File: config.mk
export PLATFORM = sky130hd
export DESIGN_NAME = clock_seg_scan
export DESIGN_NICKNAME = d
export VERILOG_FILES = /design/src/rtl/clock_seg_scan.sv
export SDC_FILE = /design/constraint.sdc
export NUM_CORES = 1
export LEC_CHECK = 0
export ABC_AREA = 1
export BUFFER_PORTS_ARGS = -buffer_cell sky130_fd_sc_hd__clkbuf_2
export CAP_MARGIN = 20
export CORE_ASPECT_RATIO = 1.1
export CORE_MARGIN = 2
export CORE_UTILIZATION = 64
export DETAILED_ROUTE_END_ITERATION = 16
export GPL_TIMING_DRIVEN = 0
export PLACE_DENSITY_LB_ADDON = 0.08
export SETUP_SLACK_MARGIN = 0.2
export SLEW_MARGIN = 15
export SYNTH_ARGS = -nofsm -noshare
export SYNTH_HDL_FRONTEND = slang
export SYNTH_SLANG_ARGS = --single-unit
File: constraint.sdc
create_clock -name clk -period 12.4 [get_ports clk]
set_input_delay 3.1 -clock clk [delete_from_list [all_inputs] [get_ports clk]]
set_output_delay 3.1 -clock clk [all_outputs]
set_load 0.01 [all_outputs]
File: src/rtl/clock_seg_scan.sv
// Six-digit multiplexed seven-segment scanner for hh:mm:ss with per-frame snapshot and
// one blank cycle per slot. Optional decimal-point blink is enabled by defining DP_BLINK_EN.
module clock_seg_scan #(
    parameter int unsigned SCAN_DIV = 1000
) (
    input  logic       clk,
    input  logic       resetn,
    input  logic [7:0] sec,
    input  logic [7:0] minute,
    input  logic [7:0] hour,
    output logic [6:0] seg,
    output logic [5:0] an,
    output logic       dp
);

    localparam logic [15:0] PRE_LAST = 16'(SCAN_DIV - 1);

    logic [15:0] pre_q, pre_d;
    logic [2:0]  idx_q, idx_d;
    logic [7:0]  snap_s_q, snap_s_d;
    logic [7:0]  snap_m_q, snap_m_d;
    logic [7:0]  snap_h_q, snap_h_d;
    logic [6:0]  seg_q, seg_d;
    logic [5:0]  an_q, an_d;

    logic [7:0]  field;
    logic [7:0]  digit;
    logic        over;

    function automatic logic [6:0] seg_decode(input logic [7:0] d);
        logic [6:0] s;
        case (d)
            8'd0:    s = 7'h3F;
            8'd1:    s = 7'h06;
            8'd2:    s = 7'h5B;
            8'd3:    s = 7'h4F;
            8'd4:    s = 7'h66;
            8'd5:    s = 7'h6D;
            8'd6:    s = 7'h7D;
            8'd7:    s = 7'h07;
            8'd8:    s = 7'h7F;
            8'd9:    s = 7'h6F;
            default: s = 7'h00;
        endcase
        return s;
    endfunction

    // Prescaler, slot index and the once-per-frame snapshot.
    always_comb begin
        pre_d    = pre_q + 16'd1;
        idx_d    = idx_q;
        snap_s_d = snap_s_q;
        snap_m_d = snap_m_q;
        snap_h_d = snap_h_q;
        if (pre_q == PRE_LAST) begin
            pre_d = '0;
            idx_d = (idx_q == 3'd5) ? 3'd0 : idx_q + 3'd1;
        end
        if (pre_q == '0 && idx_q == '0) begin
            snap_s_d = sec;
            snap_m_d = minute;
            snap_h_d = hour;
        end
    end

    // Digit selection; odd slots carry the tens digit of their field.
    always_comb begin
        field = snap_s_q;
        over  = snap_s_q > 8'd59;
        case (idx_q)
            3'd2, 3'd3: begin
                field = snap_m_q;
                over  = snap_m_q > 8'd59;
            end
            3'd4, 3'd5: begin
                field = snap_h_q;
                over  = snap_h_q > 8'd23;
            end
            default: ;
        endcase
        digit = idx_q[0] ? (field / 8'd10) : (field % 8'd10);
        seg_d = over ? 7'h40 : seg_decode(digit);
        an_d  = (pre_q == '0) ? 6'b000000 : (6'b000001 << idx_q);
    end

    always_ff @(posedge clk or negedge resetn) begin
        if (!resetn) begin
            pre_q    <= '0;
            idx_q    <= '0;
            snap_s_q <= '0;
            snap_m_q <= '0;
            snap_h_q <= '0;
            seg_q    <= '0;
            an_q     <= '0;
        end else begin
            pre_q    <= pre_d;
            idx_q    <= idx_d;
            snap_s_q <= snap_s_d;
            snap_m_q <= snap_m_d;
            snap_h_q <= snap_h_d;
            seg_q    <= seg_d;
            an_q     <= an_d;
        end
    end

    assign seg = seg_q;
    assign an  = an_q;

`ifdef DP_BLINK_EN
    logic dp_q, dp_d;

    // Separators after minute and hour digits, lit on even seconds only.
    always_comb begin
        dp_d = (idx_q == 3'd2 || idx_q == 3'd4) && (pre_q != '0) && !snap_s_q[0];
    end

    always_ff @(posedge clk or negedge resetn) begin
        if (!resetn) begin
            dp_q <= 1'b0;
        end else begin
            dp_q <= dp_d;
        end
    end

    assign dp = dp_q;
`else
    assign dp = 1'b0;
`endif

endmodule

==> run_results.csv <==
group,metric,value,unit
synthesis,netlist_instances,458,
floorplan,fp-row-count,28,
synthesis,synth_edf_count,0,
floorplan,initial_core_util,67.2,%
worst_setup_path,arrival,5460,ps
floorplan,chipWidth,76.2,um
placement,dpl_cell_area,0.00397,mm^2
global_route,grt_max_degree,57,
worst_setup_path,crit_family,"simple AND/OR/NAND/NOR gates",
pwr,ir_worst_vdd,0.0901,mV
synthesis,yosysUniqueCellTypes,40,
worst_setup_path,cp-start-kind,"register",
worst_setup_path,path_buf_inv,8,
layout,final_common_cell,"nand2_1",
drt,drc,0,
synthesis,synthFlopType,"dfrtp_1",
worst_setup_path,cp_max_fo,8,
synthesis,synth_seq_cells,56,
sta,drv_slew,0,
placement,pre_cts_ws,7240,ps
clock_tree,cts_root_buf,"clkbuf_8",
global_route,grt_pass1_vias,2820,
drt,drt_wl_total,7020,um
layout,drive_gt1_share,26.6,%
pwr,powerDensity,119,mW/mm^2
sta,setup_violations,0,
drt,ant_nets,0,
drt,firstDrtPassIters,5,
clock_tree,cts_buffers,5,
global_route,gr-total-overflow,0,
sta,timing.final.ws_setup,7190,ps
worst_setup_path,crit_top_cell,"inv_1",
layout,layout_common_cells,"90 x nand2_1, 60 x inv_1, 56 x dfrtp_1, 51 x nor2_1, 37 x clkbuf_2",
clock_tree,postCtsSetupBuffers,0,
status,status,"completed",
drt,routed-via-count,2977,
worst_setup_path,critPathKind,"register to register",
clock_tree,cts_sinks,56,
layout,layout.nets,542,
synthesis,yosysWarnings,0,
min_path,hold_path_class,"register to register",
sta,rsz0062_at_grt,"no",
sta,period_share,42.1,%
sta,fin_skew,7.22,ps
layout,area_delta_synth_final,10.9,%
floorplan,core_area,0.00547,mm^2
clock_tree,clkTransAtPathRegs,90,ps
global_route,antenna_found_initial,0,
sta,worst_slew_pin_slew,959,ps
floorplan,io_pins,40,
worst_setup_path,critPathCaptureType,"register",
floorplan,dieHeight,83.4,um
placement,port_buffers,38,
worst_setup_path,required,12650,ps
synthesis,synthArstFlopShare,100,%
drt,drt_iter0_drc,91,
clock_tree,tritoncts,"done",
clock_tree,clock_latency,310,ps
sta,slew_headroom,35.5,%
sta,hold_viol_final,0,
sta,fmax,192,MHz
synthesis,synth_area,0.00367,mm^2
drt,via_per_inst,5.14,
placement,hpwl,5520,um
clock_tree,ctsHoldBuffers,0,
layout,design_area,0.00407,mm^2
worst_setup_path,slowest_stage,"dfrtp_1",
synthesis,syn_area_per_cell,8.02,um^2
clock_tree,htreeDepth,2,
clock_tree,cts_resized,0,
global_route,grt_first_pass_wirelength,12300,um
synthesis,synth_seq_area_share,38.2,%
sta,finalCriticalPeriod,5210,ps
sta,tns,0,ps
floorplan,dieArea,0.00636,mm^2
pwr,p_leak,2.12,nW
global_route,grt_usage,23.6,%
layout,antennaDiodeCount,0,
job,drv_cap,0,
worst_setup_path,slowest_delay,360,ps
synthesis,syn-num-nets,497,
placement,place.gp.congestion,0.845,
drt,wl_per_cell,12.1,um
clock_tree,clockBufferDepth,2,
## layer usage
metal,part of all wire [%],vias to the layer above,routed length (um),GRT usage (%)
li1,-,1552,-,-
met1,47,1371,3310,31.4
met2,48,47,3390,40.3
met3,3.2,7,225,3.70
met4,1.4,0,100,5.95
met5,0,-,0,0
## power by group
group / internal (mW) / leakage (nW) / switching, mW
Sequential: 0.191 / 0.702 / 0.00403
Clock: 0.0600 / 0.0552 / 0.0564
Combinational: 0.0593 / 1.37 / 0.114
## logic make-up after synthesis
family / count (synthesis) / share of synthesized area (%)
compound gates: 42 / 6.88
other cells: 1 / 0.102
fa+ha+maj: 13 / 4.43
flops: 56 / 38.2
simple gates: 242 / 34.8
mux: 19 / 5.83
xor+xnor: 6 / 1.43
buf+inv: 79 / 8.38
## worst reg2reg max path, delay by kind of cell (launching register included)
kind / cells / cell delay [ps]
AO/OA/AOI/OAI: 4 / 690
buffers and inverters: 8 / 790
AND/OR/NAND/NOR: 21 / 2520
flip-flops: 1 / 360
adder cells (fa/ha/maj): 4 / 830
## synthesized netlist by cell type (9+ instances only)
cell | n | area share [%]
a21oi_1 | 19 | 2.6
dfrtp_1 | 56 | 38
ha_1 | 13 | 4.4
inv_1 | 60 | 6.1
inv_2 | 11 | 1.1
mux2_2 | 19 | 5.8
nand2_1 | 90 | 9.2
nand2_2 | 16 | 2.7
nand3_1 | 28 | 3.8
nand3_2 | 9 | 2.5
nor2_1 | 51 | 5.2
nor3_1 | 10 | 1.4
## final timing paths
kind	start	to	slack (ps)	cells after the start
min	pre_q[14]	pre_q[14]	510	1
min reg2reg	pre_q[14]	pre_q[14]	510	1
max	idx_q[0]	seg[5]	7190	37
max reg2reg	idx_q[0]	seg[5]	7190	37
max in group asynchronous	resetn	snap_s_q[5]	9040	1
min in group asynchronous	resetn	pre_q[12]	2860	1
## registers in the layout, indices dropped and copies added (netlist names)
| register | count |
|---|---|
| an | 6 |
| idx_q | 3 |
| pre_q | 16 |
| seg | 7 |
| snap_h_q | 8 |
| snap_m_q | 8 |
| snap_s_q | 8 |
## per-stage QoR
step,hold slack [ps],utilization [%],std cells,power (mW)
6_report,506,74.5,579,0.485
5_1_grt,529,74.5,579,0.522
4_1_cts,506,74.5,579,0.489
3_5_place_dp,492,72.6,571,0.372
3_3_place_gp,475,72.4,571,0.366
2_1_floorplan,455,-,458,0.336
## cell type report
| cell class | count | area (um^2) |
|---|---|---|
| timing repair buffer | 38 | 193 |
| clock buffer | 6 | 72.6 |
| sequential | 56 | 1400 |
| multi-input combinational | 323 | 1970 |
| clock inverter | 2 | 35.0 |
| inverter | 73 | 277 |
| tap | 75 | 93.8 |
| buffer | 6 | 31.3 |
| fill | 415 | 1390 |
Power figures use the tool's default switching activity.
